--- src/rtl/fetch_pkg.sv ---
// Shared types and constants for the instruction fetch controller.
package fetch_pkg;

   typedef enum logic [2:0] {
      StIdle,
      StInit,
      StFetch,
      StIssue,
      StHalted
   } state_e;

   localparam int unsigned ADDR_W_DEF  = 16;
   localparam int unsigned INSTR_W_DEF = 16;
   localparam int unsigned CNT_W       = 16;
   localparam logic [CNT_W-1:0] CNT_MAX = 16'hFFFF;

endpackage

--- src/rtl/sat_counter.sv ---
// Saturating up-counter with synchronous clear and asynchronous active-high reset.
module sat_counter
   import fetch_pkg::*;
#(
   parameter int unsigned       Width = CNT_W,
   parameter logic [Width-1:0]  Max   = CNT_MAX
) (
   input  logic             clk_i,
   input  logic             rst_i,
   input  logic             clear_i,
   input  logic             en_i,
   output logic [Width-1:0] count_o
);

   logic [Width-1:0] count_d, count_q;

   always_comb begin
      count_d = count_q;
      if (clear_i) begin
         count_d = '0;
      end else if (en_i && (count_q != Max)) begin
         count_d = count_q + 1'b1;
      end
   end

   always_ff @(posedge clk_i or posedge rst_i) begin
      if (rst_i) begin
         count_q <= '0;
      end else begin
         count_q <= count_d;
      end
   end

   assign count_o = count_q;

endmodule

--- src/rtl/fetch_ctrl.sv ---
// Fetch/issue sequencer: drives PC-unit commands, fetches from instruction memory,
// presents each instruction to decode and counts active cycles.
module fetch_ctrl
   import fetch_pkg::*;
#(
   parameter int unsigned ADDR_W  = ADDR_W_DEF,
   parameter int unsigned INSTR_W = INSTR_W_DEF
) (
   input  logic               CLK,
   input  logic               Reset,
   input  logic               Start,
   input  logic               MemAck,
   input  logic [INSTR_W-1:0] MemData,
   input  logic               Stall,
   input  logic               BranchReq,
   input  logic [ADDR_W-1:0]  BranchTarget,
   input  logic               HaltReq,
   output logic               Init,
   output logic               Halt,
   output logic               Branch_abs,
   output logic [ADDR_W-1:0]  Target,
   output logic               MemReq,
   output logic               InstrValid,
   output logic [INSTR_W-1:0] Instr,
   output logic               Done,
   output logic [CNT_W-1:0]   CycleCount
);

   state_e             state_d, state_q;
   logic [INSTR_W-1:0] instr_d, instr_q;
   logic               start_go;
   logic               cnt_clear;
   logic               cnt_en;

   assign start_go = Start && ((state_q == StIdle) || (state_q == StHalted));

   always_comb begin
      state_d    = state_q;
      instr_d    = instr_q;
      Init       = 1'b0;
      Halt       = 1'b0;
      Branch_abs = 1'b0;
      Target     = '0;
      MemReq     = 1'b0;
      InstrValid = 1'b0;
      Done       = 1'b0;
      unique case (state_q)
         StIdle: begin
            Halt = 1'b1;
            if (start_go) state_d = StInit;
         end
         StInit: begin
            Init    = 1'b1;
            state_d = StFetch;
         end
         StFetch: begin
            MemReq = 1'b1;
            Halt   = 1'b1;
            if (MemAck) begin
               instr_d = MemData;
               state_d = StIssue;
            end
         end
         StIssue: begin
            InstrValid = 1'b1;
            // Stall outranks halt, which outranks branch; otherwise PC increments.
            if (Stall) begin
               Halt = 1'b1;
            end else if (HaltReq) begin
               Halt    = 1'b1;
               state_d = StHalted;
            end else if (BranchReq) begin
               Branch_abs = 1'b1;
               Target     = BranchTarget;
               state_d    = StFetch;
            end else begin
               state_d = StFetch;
            end
         end
         StHalted: begin
            Done = 1'b1;
            Halt = 1'b1;
            if (start_go) state_d = StInit;
         end
         default: begin
            Halt    = 1'b1;
            state_d = StIdle;
         end
      endcase
   end

   always_ff @(posedge CLK or posedge Reset) begin
      if (Reset) begin
         state_q <= StIdle;
         instr_q <= '0;
      end else begin
         state_q <= state_d;
         instr_q <= instr_d;
      end
   end

   assign Instr = instr_q;

   // Clear on the accepting Start edge so the count already reads 0 during INIT.
   assign cnt_clear = start_go || (state_q == StInit);
   assign cnt_en    = (state_q == StFetch) || (state_q == StIssue);

   sat_counter #(
      .Width (CNT_W),
      .Max   (CNT_MAX)
   ) u_cycle_cnt (
      .clk_i   (CLK),
      .rst_i   (Reset),
      .clear_i (cnt_clear),
      .en_i    (cnt_en),
      .count_o (CycleCount)
   );

endmodule

--- config.mk ---
export PLATFORM = sky130hd
export DESIGN_NAME = fetch_ctrl
export DESIGN_NICKNAME = d
export VERILOG_FILES = /design/src/rtl/fetch_pkg.sv /design/src/rtl/sat_counter.sv /design/src/rtl/fetch_ctrl.sv
export SDC_FILE = /design/constraint.sdc
export NUM_CORES = 1
export LEC_CHECK = 0
export CORE_ASPECT_RATIO = 0.75
export CORE_UTILIZATION = 41
export DETAILED_ROUTE_END_ITERATION = 7
export MAX_ROUTING_LAYER = met4
export PLACE_DENSITY = 0.84
export SETUP_SLACK_MARGIN = 0.3
export SYNTH_ARGS = -nofsm -noshare
export SYNTH_HDL_FRONTEND = slang
export SYNTH_HIERARCHICAL = 1
export SYNTH_SLANG_ARGS = --single-unit
export TNS_END_PERCENT = 5
--- constraint.sdc ---
create_clock -name CLK -period 2.5 [get_ports CLK]
set_input_delay 0.25 -clock CLK [delete_from_list [all_inputs] [get_ports CLK]]
set_output_delay 0.25 -clock CLK [all_outputs]
set_load 0.02 [all_outputs]
==> impl_metrics.csv, run 1 <==
group,metric,value,unit
critical_path,timing.rr.start,"u_cycle_cnt/count_o[0]",
route,antenna_left,0,
yosys,synth-edff-count,0,
clock_network,post_cts_buffers,0,
global_route,antenna_found_initial,0,
timing,max_slew.worst_pin.slew,0.702,ns
final_layout,final_cells,352,
floorplanning,die_area,5150,sq um
pwr,p_leak,0.00129,uW
critical_path,critical_path.max_fanout,17,
timing,rsz0062_at_grt,"true",
floorplanning,die_height,62.4,um
yosys,synth_cell_types,40,
route,vias,1862,
timing,finalHoldViolations,0,
global_route,grt_util_all_layers,21.6,%
critical_path,worstPathCellList,"nand4bb_1 > buf_4 > nor3_1 > clkdlybuf4s50_1",
final_layout,nets,334,
critical_path,reg2reg_to,"u_cycle_cnt/count_o[0]",
timing,fin_crit_sh,90.4,%
route,drt-vias-per-instance,5.29,
clock_network,cts_buffer_depth,2,
yosys,syn_inst,199,
route,drt_iter0_drc,129,
clock_network,path_clk_slew,0.07,ns
yosys,synthArstFlopShare,100,%
place,place_hpwl,3.70,mm
yosys,netlist.area_leader.share,43.9,%
floorplanning,core,4570,sq um
pwr,irDropWorstVdd,0.567,mV
critical_path,setup.reg_to_reg.worst_slack,0.41,ns
floorplanning,start_util,43.6,%
timing,skew,0.00918,ns
floorplanning,fp.dieW,82.5,um
yosys,synthFlopType,"dfrtp_1",
final_layout,final_layout_size_suffix_gt1_share,13.2,%
critical_path,r2r_cells,5,
critical_path,cpPeakStageDelay,0.64,ns
floorplanning,fp-row-count,21,
global_route,grt_pass1_vias,1777,
clock_network,cts_tree,"done",
route,routedWlPerCell,14.0,um
critical_path,end_kind,"output port",
critical_path,cp.arrival,2.01,ns
place,gp_congestion,0.860,
place,port-buffer-count,92,
floorplanning,io_pins,93,
global_route,overflow,0,
place,place_inst,344,
timing,min_period,2.26,ns
timing,final_max_slew_viol_count,0,
yosys,syn-num-nets,239,
route,drt-pass1-iter-count,5,
clock_network,cts_buffers,5,
critical_path,start_kind,"flop",
timing,maxSlewHeadroom,52.7,%
clock_network,clock_tree.root_cell,"clkbuf_8",
final_layout,diodes,0,
yosys,ys_warn_count,6,
timing,max_freq,442,MHz
yosys,synthTopCellsByCount,"35 x dfrtp_1, 22 x inv_1, 21 x nor3_1",
critical_path,critical_path_class,"reg -> out",
yosys,synth.most_common_cell,"dfrtp_1",
critical_path,worstPathRequired,2.25,ns
clock_network,h-tree-depth,2,
pwr,power_density,948,nW/um^2
yosys,syn_avg_cell_area,10.0,sq um
yosys,synth-seq-cells,35,
hold_path,holdCritPathClass,"in -> async",
critical_path,cp_slowest_cell,"clkdlybuf4s50_1",
global_route,grt_max_degree,20,
outcome,outcome,"completed",
route,drc,0,
yosys,syn_area,1990,sq um
yosys,synthTopCellsByArea,"dfrtp_1 44%, mux2_4 7.5%, nor3_1 5.3%",
timing,setup_viol,0,
global_route,grt_pass1_wl,8.16,mm
route,wl,4.92,mm
final_layout,syn2layout_area_growth,55.0,%
flow_run,cap_violations,0,
clock_network,cts.sinks,35,
timing,fin_setup_tns,0,ns
clock_network,worstSkewPairLatency,0.28,ns
yosys,seq_area_frac_synth,43.9,%
yosys,yosysTopAreaCell,"dfrtp_1",
==> worst max-delay path by stage <==
stage | slack [ns] | depth (start not counted) | endpoint | from
finish | 0.24 | 4 | Target[0] | state_q[2]
global route | 0.14 | 4 | Target[8] | state_q[2]
CTS | 0.21 | 4 | Target[0] | state_q[2]
detailed placement | 0.19 | 4 | Target[13] | HaltReq
global placement | 0.27 | 4 | Target[1] | HaltReq
floorplan | 0.38 | 7 | u_cycle_cnt/count_o[13] | state_q[2]
==> critical path: cells and delay by family (launching register included) <==
family                 cells  cell delay (ns)
buffers and inverters      2             0.85
AND/OR/NAND/NOR            2             0.42
flip-flops                 1             0.46
==> through the flow <==
stage	worst slack [ns]	hold slack [ns]	utilization (%)	total power, uW	instance area [sq um]
finish	0.239	0.393	67.6	2930	3090
floorplan	0.384	0.164	-	1760	1990
global placement	0.273	0.490	64.6	2310	2950
CTS	0.207	0.410	67.5	2950	3080
global route	0.139	0.447	67.6	3120	3090
detailed placement	0.188	0.495	64.6	2350	2950
==> power breakdown <==
part	leakage [uW]	internal, uW	switching (uW)
combinational	0.000779	760	678
clock	0.0000654	399	196
sequential	0.000443	750	147
total	0.00129	1910	1020
==> layout by cell type (no fill, tap or decap), types with 2 or more instances in the layout <==
cell	n
nor3_1	21
nand4_1	4
mux2_4	10
dfrtp_1	35
mux2i_1	2
or2b_1	2
mux2_2	8
inv_1	22
bufinv_16	2
buf_4	7
nor2_1	7
nand2_1	6
o21ai_0	7
and2_1	2
nand3_1	7
nor4_1	3
o41ai_1	2
nand2b_1	4
or3_1	6
clkdlybuf4s50_1	90
a21oi_1	13
o31ai_1	5
or4_1	6
nor2b_1	3
clkbuf_8	5
==> area by class of cell <==
| class | count | area [sq um] |
|---|---|---|
| Fill cell | 371 | 1480 |
| Timing Repair Buffer | 99 | 975 |
| Multi-Input combinational cell | 131 | 952 |
| Sequential cell | 35 | 876 |
| Inverter | 22 | 82.6 |
| Clock buffer | 6 | 72.6 |
| Tap cell | 57 | 71.3 |
| Clock inverter | 2 | 60.1 |
==> per-layer routing <==
layer | track usage [%] | vias to the layer above | wire length, um
met5 | - | - | 0
met4 | 5.17 | 0 | 22
met3 | 5.40 | 2 | 422
met2 | 32.5 | 85 | 2190
met1 | 29.2 | 873 | 2280
li1 | - | 902 | -
==> repair_timing <==
| action | CTS | global route |
|---|---|---|
| hold buffers | 0 | 0 |
| pin swaps | 0 | 0 |
| gates resized for setup | 1 | 2 |
| endpoints found under the setup margin | 17 | 18 |
==> logic make-up after synthesis <==
kind of cell,after synthesis,share of synthesized area [%]
buf+inv,33,8.41
mux,20,13.1
fa+ha+maj,1,0.628
compound gates,29,8.54
flops,35,43.9
simple gates,81,25.4
==> flip-flops by register name, indices dropped and copies added (netlist names) <==
name                 flops
Instr                   16
state_q                  3
u_cycle_cnt/count_o     16
Power figures use the tool's default switching activity.
==> inputs of run 2 (changes only) <==
--- a/config.mk
+++ b/config.mk
@@ -8,6 +8,7 @@
 export CORE_ASPECT_RATIO = 0.75
 export CORE_UTILIZATION = 41
 export DETAILED_ROUTE_END_ITERATION = 7
+export GPL_ROUTABILITY_DRIVEN = 0
 export MAX_ROUTING_LAYER = met4
 export PLACE_DENSITY = 0.84
 export SETUP_SLACK_MARGIN = 0.3
==> results of run 2 <==
Final layout, timing and power as in run 1 (identical DEF).
==> inputs of run 3 (changes only) <==
--- a/config.mk
+++ b/config.mk
@@ -5,8 +5,10 @@
 export SDC_FILE = /design/constraint.sdc
 export NUM_CORES = 1
 export LEC_CHECK = 0
-export CORE_ASPECT_RATIO = 0.75
-export CORE_UTILIZATION = 41
+export CELL_PAD_IN_SITES_DETAIL_PLACEMENT = 1
+export CELL_PAD_IN_SITES_GLOBAL_PLACEMENT = 1
+export CORE_ASPECT_RATIO = 1.1
+export CORE_UTILIZATION = 30
 export DETAILED_ROUTE_END_ITERATION = 7
 export GPL_ROUTABILITY_DRIVEN = 0
 export MAX_ROUTING_LAYER = met4
==> run 3 against run 2 <==
  * Critical path depth did not move
  * Global-route usage fell by 3.0 points
  * Sequential share of layout area fell by 0.085 points
  * Routed wire length rose by 19%
  * Clock power fell by 9.8%
  * Power fell by 1.4%
  * Sequential cell count did not move
  * Utilization fell by 18 points
  * Clock skew fell by 0.00096 ns
  * Die area rose by 36%
  * Via count rose by 0.54%
  * Combinational power barely moved
==> impl_metrics.csv, run 3 (synthesis results as in run 1) <==
group,metric,value,unit
outcome,outcome,"completed",
clock_network,clock_tree.root_cell,"clkbuf_8",
timing,min_period,2.27,ns
clock_network,post_cts_buffers,0,
global_route,grt_pass1_vias,1921,
pwr,irDropWorstVdd,0.414,mV
floorplanning,io_pins,93,
global_route,grt_pass1_wl,9.40,mm
hold_path,holdCritPathClass,"in -> async",
final_layout,final_layout_size_suffix_gt1_share,13.9,%
clock_network,cts.sinks,35,
route,drt-vias-per-instance,4.99,
critical_path,cp.arrival,2.02,ns
route,antenna_left,0,
critical_path,critical_path_class,"reg -> out",
timing,skew,0.00822,ns
final_layout,layout_commonest_cell,"clkdlybuf4s50_1",
floorplanning,die_height,87.5,um
place,port-buffer-count,92,
critical_path,worstPathRequired,2.25,ns
final_layout,nets,334,
route,routedWlPerCell,15.7,um
timing,max_freq,440,MHz
route,wl,5.88,mm
timing,setup_viol,0,
pwr,p_leak,0.00128,uW
final_layout,syn2layout_area_growth,55.7,%
place,place_hpwl,4.55,mm
critical_path,start_kind,"flop",
timing,max_slew.worst_pin.slew,0.732,ns
route,drt_iter0_drc,93,
floorplanning,fp-row-count,30,
clock_network,worstSkewPairLatency,0.30,ns
clock_network,path_clk_slew,0.08,ns
route,drc,0,
final_layout,layout_common_cells,"90 x clkdlybuf4s50_1, 34 x dfrtp_1, 22 x inv_1, 21 x nor3_1, 13 x a21oi_1",
timing,fin_setup_tns,0,ns
floorplanning,core,6310,sq um
route,drt-pass1-iter-count,4,
floorplanning,fp.dieW,79.7,um
clock_network,hold_buffers,0,
global_route,antenna_found_initial,0,
clock_network,h-tree-depth,2,
critical_path,critical_path.max_fanout,18,
final_layout,fillers,709,
clock_network,cts_buffers,5,
global_route,overflow,0,
global_route,grt_max_degree,20,
timing,fin_crit_sh,90.8,%
floorplanning,start_util,31.6,%
final_layout,diodes,0,
timing,rsz0062_at_grt,"true",
clock_network,cts_tree,"done",
timing,finalHoldViolations,0,
clock_network,cts_buffer_depth,2,
route,vias,1872,
pwr,power_density,931,nW/um^2
floorplanning,die_area,6970,sq um
critical_path,end_kind,"output port",
flow_run,cap_violations,0,
pwr,p_total,2890,uW
timing,maxSlewHeadroom,51.2,%
timing,final_max_slew_viol_count,0,
global_route,grt_util_all_layers,18.6,%
==> run 3: cell types whose count changed in the layout (fill, tap and decap cells not counted), sizes merged <==
cell and delta:
bufinv -1, inv +1, clkbuf -1, clkinv +1
==> run 3: worst paths after layout <==
check / startpoint / end / slack (ns) / cells after the start
setup / recovery: state_q[2] / Target[4] / 0.23 / 4
hold / removal: Reset / u_cycle_cnt/count_o[15] / 0.38 / 2
setup reg to reg: state_q[2] / u_cycle_cnt/count_o[13] / 0.29 / 6
hold reg to reg: Instr[3] / Instr[3] / 0.52 / 1
max in group asynchronous: Reset / state_q[0] / 1.59 / 2
min in group CLK: Instr[3] / Instr[3] / 0.52 / 1
==> run 3: worst max-delay path: stages (launching register included) <==
cell             delay (ns)
dfrtp_1                0.47
nand4bb_1              0.21
buf_4                  0.21
nor3_1                 0.20
clkdlybuf4s50_1        0.64
==> run 3: repair_timing <==
item                       4_1_cts  5_1_grt
cloned                           0        0
resized for setup                1        3
setup endpoints to repair       19       21
==> run 3: layout make-up <==
cell class | count | area [sq um] | share of cell area (%)
timing repair buffer | 99 | 975 | 31.4
multi-input combinational | 131 | 952 | 30.7
sequential | 35 | 877 | 28.3
tap | 80 | 100 | 3.23
inverter | 22 | 82.6 | 2.66
clock buffer | 5 | 68.8 | 2.22
clock inverter | 3 | 47.5 | 1.53
==> run 3: stage by stage <==
stage | cells | util (%) | instance area, sq um | worst slack (ns) | hold WS (ns)
2_1_floorplan | 199 | - | 1990 | 0.384 | 0.164
3_3_place_gp | 367 | 47.3 | 2980 | 0.256 | 0.490
3_5_place_dp | 367 | 47.3 | 2980 | 0.215 | 0.500
6_report | 375 | 49.2 | 3100 | 0.229 | 0.376
4_1_cts | 375 | 49.1 | 3100 | 0.174 | 0.398
5_1_grt | 375 | 49.2 | 3100 | 0.0904 | 0.444
==> run 3: layer usage <==
layer | global-route usage [%] | vias up | share of wire (%)
met4 | 5.95 | 0 | 1.3
met5 | - | - | 0
li1 | - | 904 | -
met3 | 4.61 | 7 | 5.5
met2 | 32.7 | 62 | 52
met1 | 20.3 | 899 | 41
==> run 3: power breakdown <==
part	total (uW)	switching, uW	internal (uW)
logic	1440	688	753
registers	911	160	752
clock network	536	234	302
